$ cat config.mk
export PLATFORM = sky130hd
export DESIGN_NAME = connect4_referee
export DESIGN_NICKNAME = d
export VERILOG_FILES = /design/src/rtl/connect4_pkg.sv /design/src/rtl/connect4_referee_move_fifo.sv /design/src/rtl/connect4_referee.sv
export SDC_FILE = /design/constraint.sdc
export NUM_CORES = 1
export LEC_CHECK = 0
export BUFFER_PORTS_ARGS = -buffer_cell sky130_fd_sc_hd__buf_2
export CORE_AREA = 4 4 82 84
export CTS_CLUSTER_SIZE = 25
export DETAILED_ROUTE_END_ITERATION = 16
export DIE_AREA = 0 0 86 88
export PLACE_DENSITY = 0.84
export SETUP_SLACK_MARGIN = 0.3
export SLEW_MARGIN = 20
export SYNTH_ARGS = -nofsm -noshare
export SYNTH_HDL_FRONTEND = slang
export SYNTH_HIERARCHICAL = 1
export SYNTH_SLANG_ARGS = --single-unit
$ cat constraint.sdc
create_clock -name clk -period 4.2 [get_ports clk]
set_clock_uncertainty 0.05 [all_clocks]
set_input_delay 0.42 -clock clk [delete_from_list [all_inputs] [get_ports clk]]
set_output_delay 0.42 -clock clk [all_outputs]
set_load 0.1 [all_outputs]
$ cat src/rtl/connect4_pkg.sv
// Shared constants and types for the connect4 referee and its move FIFO.
// The status codes match the engine-facing status word.
package connect4_pkg;

    localparam int COLS = 7;
    localparam int ROWS = 6;

    localparam logic [2:0] ST_OK         = 3'd0;
    localparam logic [2:0] ST_COL_FULL   = 3'd1;
    localparam logic [2:0] ST_WRONG_TURN = 3'd2;
    localparam logic [2:0] ST_WIN        = 3'd3;
    localparam logic [2:0] ST_TIE        = 3'd4;

    typedef enum logic [1:0] {
        S_IDLE    = 2'd0,
        S_ISSUE   = 2'd1,
        S_WAIT_RE = 2'd2,
        S_REPORT  = 2'd3
    } ref_state_e;

    typedef struct packed {
        logic       player;
        logic [2:0] col;
    } move_t;

endpackage

$ cat src/rtl/connect4_referee_move_fifo.sv
// Small synchronous FIFO for buffered player moves; head entry is always on dout.
// DEPTH must be a power of two so the pointers wrap naturally.
module move_fifo #(
    parameter int WIDTH = 4,
    parameter int DEPTH = 4
) (
    input  logic             clk,
    input  logic             rst_n,
    input  logic             push,
    input  logic [WIDTH-1:0] din,
    input  logic             pop,
    output logic             full,
    output logic             empty,
    output logic [WIDTH-1:0] dout
);

    localparam int AW = (DEPTH > 1) ? $clog2(DEPTH) : 1;

    logic [WIDTH-1:0] r_mem [DEPTH];
    logic [AW-1:0]    r_wr_ptr;
    logic [AW-1:0]    r_rd_ptr;
    logic [AW:0]      r_count;
    logic             w_push;
    logic             w_pop;

    assign full   = (r_count == (AW+1)'(DEPTH));
    assign empty  = (r_count == '0);
    // A full FIFO refuses pushes even when the same cycle pops.
    assign w_push = push & ~full;
    assign w_pop  = pop & ~empty;
    assign dout   = r_mem[r_rd_ptr];

    always_ff @(posedge clk or negedge rst_n) begin
        if (!rst_n) begin
            r_wr_ptr <= '0;
            r_rd_ptr <= '0;
            r_count  <= '0;
        end else begin
            if (w_push) r_wr_ptr <= r_wr_ptr + AW'(1);
            if (w_pop)  r_rd_ptr <= r_rd_ptr + AW'(1);
            r_count <= r_count + (AW+1)'(w_push) - (AW+1)'(w_pop);
        end
    end

    always_ff @(posedge clk) begin
        if (w_push) r_mem[r_wr_ptr] <= din;
    end

endmodule

$ cat src/rtl/connect4_referee.sv
// Referee in front of the connect4 engine: buffers moves, rejects out-of-turn
// moves locally, runs one engine op/re exchange per legal move and keeps scores.
module connect4_referee
    import connect4_pkg::*;
#(
    parameter int MV_DEPTH = 4,
    parameter int SCORE_W  = 8
) (
    input  logic               clk,
    input  logic               rst_n,
    input  logic               mv_valid,
    output logic               mv_ready,
    input  logic               mv_player_id,
    input  logic [2:0]         mv_col_id,
    input  logic               c4_op_ready,
    output logic               c4_op_valid,
    output logic               c4_op_player_id,
    output logic [2:0]         c4_op_col_id,
    output logic               c4_re_ready,
    input  logic               c4_re_valid,
    input  logic               c4_re_err,
    input  logic               c4_re_is_finished,
    input  logic               c4_re_winner,
    input  logic               c4_re_tie,
    output logic               st_valid,
    input  logic               st_ready,
    output logic [2:0]         st_code,
    output logic               st_player,
    output logic               turn,
    output logic [SCORE_W-1:0] wins0,
    output logic [SCORE_W-1:0] wins1,
    output logic [SCORE_W-1:0] ties,
    output logic [SCORE_W-1:0] games
);

    function automatic logic [SCORE_W-1:0] sat_inc(input logic [SCORE_W-1:0] v);
        return (&v) ? v : v + SCORE_W'(1);
    endfunction

    ref_state_e         r_state, w_state_nxt;
    move_t              r_mv, w_mv_nxt;
    logic               r_op_valid, w_op_valid_nxt;
    logic               r_re_ready, w_re_ready_nxt;
    logic               r_st_valid, w_st_valid_nxt;
    logic [2:0]         r_st_code, w_st_code_nxt;
    logic               r_st_player, w_st_player_nxt;
    logic               r_turn, w_turn_nxt;
    logic               r_first, w_first_nxt;
    logic [SCORE_W-1:0] r_wins0, w_wins0_nxt;
    logic [SCORE_W-1:0] r_wins1, w_wins1_nxt;
    logic [SCORE_W-1:0] r_ties, w_ties_nxt;
    logic [SCORE_W-1:0] r_games, w_games_nxt;

    logic  w_full;
    logic  w_empty;
    logic  w_pop;
    move_t w_head;

    move_fifo #(
        .WIDTH ($bits(move_t)),
        .DEPTH (MV_DEPTH)
    ) u_fifo (
        .clk   (clk),
        .rst_n (rst_n),
        .push  (mv_valid),
        .din   ({mv_player_id, mv_col_id}),
        .pop   (w_pop),
        .full  (w_full),
        .empty (w_empty),
        .dout  (w_head)
    );

    always_comb begin
        w_state_nxt     = r_state;
        w_mv_nxt        = r_mv;
        w_op_valid_nxt  = r_op_valid;
        w_re_ready_nxt  = r_re_ready;
        w_st_valid_nxt  = r_st_valid;
        w_st_code_nxt   = r_st_code;
        w_st_player_nxt = r_st_player;
        w_turn_nxt      = r_turn;
        w_first_nxt     = r_first;
        w_wins0_nxt     = r_wins0;
        w_wins1_nxt     = r_wins1;
        w_ties_nxt      = r_ties;
        w_games_nxt     = r_games;
        w_pop           = 1'b0;
        case (r_state)
            S_IDLE: begin
                if (!w_empty) begin
                    w_pop    = 1'b1;
                    w_mv_nxt = w_head;
                    if (w_head.player == r_turn) begin
                        w_op_valid_nxt = 1'b1;
                        w_state_nxt    = S_ISSUE;
                    end else begin
                        w_st_valid_nxt  = 1'b1;
                        w_st_code_nxt   = ST_WRONG_TURN;
                        w_st_player_nxt = w_head.player;
                        w_state_nxt     = S_REPORT;
                    end
                end
            end
            S_ISSUE: begin
                if (r_op_valid && c4_op_ready) begin
                    w_op_valid_nxt = 1'b0;
                    w_re_ready_nxt = 1'b1;
                    w_state_nxt    = S_WAIT_RE;
                end
            end
            S_WAIT_RE: begin
                if (r_re_ready && c4_re_valid) begin
                    w_re_ready_nxt  = 1'b0;
                    w_st_valid_nxt  = 1'b1;
                    w_st_player_nxt = r_mv.player;
                    w_state_nxt     = S_REPORT;
                    if (c4_re_err) begin
                        // Turn is kept so the same player retries another column.
                        w_st_code_nxt = ST_COL_FULL;
                    end else if (c4_re_is_finished) begin
                        w_first_nxt = ~r_first;
                        w_turn_nxt  = ~r_first;
                        w_games_nxt = sat_inc(r_games);
                        if (c4_re_tie) begin
                            w_st_code_nxt = ST_TIE;
                            w_ties_nxt    = sat_inc(r_ties);
                        end else begin
                            w_st_code_nxt = ST_WIN;
                            if (c4_re_winner) w_wins1_nxt = sat_inc(r_wins1);
                            else              w_wins0_nxt = sat_inc(r_wins0);
                        end
                    end else begin
                        w_st_code_nxt = ST_OK;
                        w_turn_nxt    = ~r_turn;
                    end
                end
            end
            S_REPORT: begin
                if (r_st_valid && st_ready) begin
                    w_st_valid_nxt = 1'b0;
                    w_state_nxt    = S_IDLE;
                end
            end
            default: w_state_nxt = S_IDLE;
        endcase
    end

    always_ff @(posedge clk or negedge rst_n) begin
        if (!rst_n) begin
            r_state     <= S_IDLE;
            r_mv        <= '0;
            r_op_valid  <= 1'b0;
            r_re_ready  <= 1'b0;
            r_st_valid  <= 1'b0;
            r_st_code   <= ST_OK;
            r_st_player <= 1'b0;
            r_turn      <= 1'b0;
            r_first     <= 1'b0;
            r_wins0     <= '0;
            r_wins1     <= '0;
            r_ties      <= '0;
            r_games     <= '0;
        end else begin
            r_state     <= w_state_nxt;
            r_mv        <= w_mv_nxt;
            r_op_valid  <= w_op_valid_nxt;
            r_re_ready  <= w_re_ready_nxt;
            r_st_valid  <= w_st_valid_nxt;
            r_st_code   <= w_st_code_nxt;
            r_st_player <= w_st_player_nxt;
            r_turn      <= w_turn_nxt;
            r_first     <= w_first_nxt;
            r_wins0     <= w_wins0_nxt;
            r_wins1     <= w_wins1_nxt;
            r_ties      <= w_ties_nxt;
            r_games     <= w_games_nxt;
        end
    end

    assign mv_ready        = ~w_full;
    assign c4_op_valid     = r_op_valid;
    assign c4_op_player_id = r_mv.player;
    assign c4_op_col_id    = r_mv.col;
    assign c4_re_ready     = r_re_ready;
    assign st_valid        = r_st_valid;
    assign st_code         = r_st_code;
    assign st_player       = r_st_player;
    assign turn            = r_turn;
    assign wins0           = r_wins0;
    assign wins1           = r_wins1;
    assign ties            = r_ties;
    assign games           = r_games;

endmodule

# Word-level counts from Yosys, hierarchy flattened
# Memories as Yosys holds them, arrays and structs flattened.
# Cells that the tools add are included.
dict set report word_totals {
  word_cells 109
  ram_bits 16
  ff_bits 54
  out_inout_bits 45
  memories 1
  inputBits 14
}
# name words width rd rd_clocked_by_memory_dff wr line
set mem_list {}
lappend mem_list {u_fifo.r_mem 4 4 1 0 1 connect4_referee_move_fifo.sv:19} ;# logic [WIDTH-1:0] r_mem [DEPTH];
dict set report op_classes {
  reduce_logical 25
  add_sub_neg 8
  n_bitwise 13
  n_eq_ne 11
  muxes 34
}
# op n
set op_table {}
lappend op_table {{$add 8x1->8 const B} 4}
lappend op_table {{$reduce_and 8->1} 4}
lappend op_table {{$mux 3} 6}
lappend op_table {{$mux 1} 17}
lappend op_table {{$reduce_and 4->1} 4}
lappend op_table {{$reduce_and 7->1} 2}
lappend op_table {{$ne 2x2->1 const B} 6}
lappend op_table {{$not 1->1} 11}
lappend op_table {{$mux 2} 5}
lappend op_table {{$reduce_and 5->1} 2}
lappend op_table {{$pmux 2 s4} 1}
lappend op_table {{$pmux 1 s2} 3}
lappend op_table {{$pmux 3 s2} 1}
lappend op_table {{$reduce_and 3->1} 2}
lappend op_table {{$reduce_and 6->1} 1}
lappend op_table {{$reduce_bool 2->1} 3}
lappend op_table {{$add 2x1->2 const B} 2}
lappend op_table {{$eq 2x2->1 const B} 2}
lappend op_table {{$add 3x1->3} 1}
lappend op_table {{$eq 3x3->1 const B} 1}
lappend op_table {{$logic_and 1x1->1} 3}
lappend op_table {{$logic_not 3->1} 1}
lappend op_table {{$pmux 1 s3} 1}
lappend op_table {{$reduce_bool 3->1} 1}
lappend op_table {{6 further kinds} 7}

# Longest topological paths before layout
dict set report logic_depth {
  depth_word 5
  depth_mapped 12
  ltp_nobuf 12
}

# By module
# The synthesis kept the hierarchy.
# module seq_area_each_um2 instances area_per_inst_um2 cells_per_inst
set by_module_without_submodules {}
lappend by_module_without_submodules {connect4_referee 1176.1 1 2424.8 216}
lappend by_module_without_submodules {move_fifo 655.6 1 1044.8 62}

# Worst setup path before layout
# No wires, ideal clock.
dict set report synth_timing {
  path_type {register -> register}
  start {register u_fifo.r_count[1]}
  end {register u_fifo.r_count[2]}
  setup_slack_ps 1761
  synth_period_minus_slack_ps 2439
  path_stages_with_launch 11
  setup_ps 123
  n_path_buf 0
  required_ps 4027
  t_arrival_ps 2266
  cell_sequence {dfrtp_1 -> nor3_1 -> nor2_1 -> o31ai_1 -> inv_1 -> ha_1 -> inv_1 -> ha_1 -> fa_1 -> xnor2_1 -> xnor2_1}
}
dict set report synth_between {
  elab_chain_len 5
  elab_cells_between_ends 10
  classes_between {add/sub: 2; eq/ne: 1; mux: 2; bitwise: 4; reduce/logical: 1}
}
# element line
set synth_rtl {}
lappend synth_rtl {{start, declared} connect4_referee_move_fifo.sv:22} ;# logic [AW:0] r_count;
lappend synth_rtl {{start signal, assigned} connect4_referee_move_fifo.sv:41} ;# r_count <= r_count + (AW+1)'(w_push) - (AW+1)'(w_pop);
lappend synth_rtl {{$logic_not 3->1} connect4_referee_move_fifo.sv:27} ;# assign empty = (r_count == '0);
lappend synth_rtl {{named net w_empty} connect4_referee.sv:55} ;# logic w_empty;
lappend synth_rtl {{$mux 1} connect4_referee.sv:90} ;# if (!w_empty) begin
lappend synth_rtl {{$mux 1} connect4_referee.sv:88} ;# case (r_state)
lappend synth_rtl {{named net w_pop} connect4_referee.sv:56} ;# logic w_pop;
lappend synth_rtl {{$and 1x1->1} connect4_referee_move_fifo.sv:30} ;# assign w_pop = pop & ~empty;
lappend synth_rtl {{named net u_fifo.w_pop} connect4_referee_move_fifo.sv:24} ;# logic w_pop;
lappend synth_rtl {{$sub 3x1->3} connect4_referee_move_fifo.sv:41}
# The timed path passes the listed nets, and every way through them passes these cells.
# A chain may end at the register's enable or synchronous reset.

# Worst setup path after layout
# Ends and elaborated chain as after synthesis.

==> flow_summary_export.csv <==
group,metric,value,unit
status,run_status,"complete, no violations",
synthesis,muxShareOfSynthArea,7.717,%
place,placed_area,3826,um2
route,drtIter0Drc,98,
place,place.gp.congestion,0.8559,
synthesis,synthAdderAreaFrac,5.986,%
power_and_ir_drop,power_report.internal_total,0.001245,W
synthesis,synth-seq-area-share,52.79,%
route,drcViolationCount,0,
place,place_inst,408,
clock_tree,cts.path.max_buffers,2,
sta,period_share,66.63,%
critical_path,crit_fanout,7,
place,dp_hpwl,4797,um
clock_tree,htreeDepth,3,
grt,grt_usage,18.59,%
synthesis,synth_area_per_cell,12.48,um2
sta,slew_viol_final,0,
power_and_ir_drop,ir_drop,0.3266,mV
power_and_ir_drop,powerDensity,416.9,nW/um2
sta,final-setup-viol-count,0,
route,vias_per_cell,5.597,
critical_path,path_buf_inv,2,
synthesis,synth_flop_cell,"dfrtp_1",
synthesis,synth_edf_count,16,
sta,rsz0062_at_grt,"no",
grt,antenna_found_initial,0,
critical_path,arrival,2980,ps
critical_path,rrSetupSlack,1400,ps
floorplanning,rows,28,
sta,period_needed,2798,ps
critical_path,r2r-start,"u_fifo/r_count[1]",
critical_path,worstSetupPathType,"reg2reg",
synthesis,yosys_warnings,6,
clock_tree,clkLatencyLatePin,350,ps
critical_path,crit-reg2reg-capture,"u_fifo/r_count[2]",
synthesis,syn-cell-area,3470,um2
grt,grt_pass1_wl,10920,um
power_and_ir_drop,power.total,0.001697,W
critical_path,crit_slowest_cell,"nor3_1",
synthesis,synth_compound_area_share,8.402,%
final_layout,drive_gt1_share,29.51,%
synthesis,synth-simple-area-share,15.04,%
synthesis,synth-seq-cells,70,
critical_path,max_stage_delay,480,ps
clock_tree,cts.sinks,70,
power_and_ir_drop,combPwrFrac,13.1,%
clock_tree,cts_inserted_buffers,9,
route,vias,2373,
power_and_ir_drop,switchingPower,0.0004523,W
final_layout,final_area,4071,um2
sta,clock.fmax,357.3,MHz
route,wl_per_cell,15.48,um
synthesis,netlist_instances,278,
clock_tree,holdBufCountCts,0,
synthesis,synth_top_family_by_area,"simple AND/OR/NAND/NOR gates",
final_layout,area_growth,17.35,%
sta,whs,121.6,ps
synthesis,synth_nets,308,
floorplanning,die-area,7568,um2
clock_tree,post_cts_buffers,0,
clock_tree,cts_tree,"built",
grt,grt.overflow.total,0,
clock_tree,cts-root-buf,"clkbuf_8",
floorplanning,dieWidth,86,um
synthesis,synth_cell_type_count,49,
critical_path,cp.required,4380,ps
critical_path,crit_chain,"nor3_1 > nor2_1 > o31ai_1 > inv_1 > ha_1 > inv_1 > ha_1 > fa_1 > xnor2_1 > xnor2_1",
grt,grt_pass1_vias,2384,
sta,finalSetupTns,0,ps
floorplanning,ios,59,
sta,hold_violations,0,
critical_path,r2r_cells,10,
clock_tree,clkTransAtPathRegs,80,ps
final_layout,antenna_cells,0,
grt,grt_start_max_net_pins,55,
hold_path,hold_class,"in2async",
route,first_pass_iters,4,
route,routed_wl,6563,um
clock_tree,post_cts_resized,0,
power_and_ir_drop,power_frac_seq,47.8,%
critical_path,endpoint_kind,"flip-flop",
synthesis,synth_xor_area_share,7.321,%
job,cap_violations,0,
route,detail-route-antenna-nets,0,
place,io_buffers,58,
power_and_ir_drop,leakage,1.967,nW
final_layout,fin_nets,374,
final_layout,fin_cells,424,
power_and_ir_drop,clock_power_share,39.1,%
floorplanning,fp.coreArea,5921,um2
critical_path,cp_top_family,"adder cells",
floorplanning,start_util,58.60,%
synthesis,postSynth.asyncResetShare,77.14,%
floorplanning,die_h,88,um
power_and_ir_drop,power_switching_share,26.65,%
critical_path,cp-start-kind,"flip-flop",
sta,worstMarginPinSlew,666.5,ps
sta,slew_headroom,55.56,%
==> power groups by stage <==
| stage | clock [W] | combinational [W] | sequential, W |
|---|---|---|---|
| 3_3_place_gp | 0 | 0.000210 | 0.000818 |
| 5_1_grt | 0.000713 | 0.000251 | 0.000818 |
| 4_1_cts | 0.000677 | 0.000227 | 0.000811 |
| 3_5_place_dp | 0 | 0.000226 | 0.000825 |
| 2_1_floorplan | 0 | 0.000168 | 0.000808 |
| 6_report | 0.000663 | 0.000223 | 0.000811 |
==> stage by stage <==
stage	worst slack [ps]	utilization, %
after floorplan	1761	-
after global placement	1610	64.62
after detailed placement	1403	64.62
after CTS	1390	68.77
after global routing	1170	68.77
final	1402	68.77
==> how the worst max path moves through the flow <==
| stage | start | to | slack (ps) | depth (start not counted) |
|---|---|---|---|---|
| 2_1_floorplan | u_fifo/r_count[1] | u_fifo/r_count[2] | 1760 | 10 |
| 6_report | u_fifo/r_count[1] | u_fifo/r_count[2] | 1400 | 10 |
| 3_5_place_dp | r_state[0] | u_fifo/r_count[2] | 1400 | 12 |
| 3_3_place_gp | r_state[0] | u_fifo/r_count[2] | 1610 | 12 |
| 4_1_cts | r_state[0] | u_fifo/r_count[2] | 1390 | 12 |
| 5_1_grt | u_fifo/r_count[1] | u_fifo/r_count[2] | 1170 | 10 |
==> sequential cells by signal (all words and copies together) (netlist names), 2 cells and up <==
| name | cells |
|---|---|
| u_fifo/r_mem | 16 |
| games | 8 |
| ties | 8 |
| wins0 | 8 |
| wins1 | 8 |
| c4_op_col_id | 3 |
| st_code | 3 |
| u_fifo/r_count | 3 |
| r_state | 2 |
| u_fifo/r_rd_ptr | 2 |
| u_fifo/r_wr_ptr | 2 |
==> layout by cell type, fill, tap and decap left out, drive strengths merged, types with 3 or more instances in the layout <==
cell	count
xor2	12
ha	15
buf	59
clkbuf	9
inv	17
and3b	4
bufinv	3
a21oi	5
mux4	4
mux2	14
and3	4
nand3	11
o211ai	4
clkinvlp	3
dfrtp	54
o21ai	5
a2111oi	4
o2bb2ai	3
edfxtp	16
xnor2	17
nand4	13
nand2	19
nor3	8
nand2b	7
nor2	15
==> synthesized netlist by cell type, drive strengths merged (3+ instances only) <==
library cell   n  area [um2]
mux4           4       90.09
and3b          4       35.03
inv           16       60.06
xor2          12       105.1
nand2         19       71.32
a2111oi        4       85.08
a21oi          5       25.02
o2bb2ai        3       26.28
o211ai         4       35.03
dfrtp         54        1351
ha            15       187.7
xnor2         17       148.9
edfxtp        16       480.5
o21ai          5       25.02
nor3           8       40.04
nor2          15       56.30
nand4         13       81.33
and3           4       26.28
nand3         11       67.57
nand2b         7       43.79
mux2          14       157.6
buf            4       35.03
==> kinds of logic (layout without fill, tap and decap cells) <==
logic type               count (synthesis)  in the layout
flip-flops                              70             70
AND/OR/NAND/NOR                         91             91
buffers and inverters                   20             91
AO/OA/AOI/OAI                           32             32
multiplexers                            20             20
adder cells (fa/ha/maj)                 16             16
XOR/XNOR                                29             29
==> layer usage <==
layer  global-route usage, %  wire, um  vias to the layer above
li1                        -         -                     1139
met1                   22.26      2797                     1166
met2                   30.83      3265                       53
met3                   5.456       355                       15
met4                   9.065       144                        0
met5                       0         0                        -
==> worst reg2reg max path, cell delays in order (launching register included) <==
cell	delay, ps
dfrtp_1	470
nor3_1	480
nor2_1	240
o31ai_1	170
inv_1	90
ha_1	290
inv_1	40
ha_1	180
fa_1	390
xnor2_1	150
xnor2_1	130
==> cell type report <==
type / count / area [um2]
fill: 452 / 1849
sequential: 70 / 1832
multi-input combinational: 188 / 1543
timing repair buffer: 59 / 297.8
clock buffer: 9 / 123.9
clock inverter: 7 / 121.4
tap: 75 / 93.84
inverter: 16 / 60.06
(Power assumes the default switching activity.)
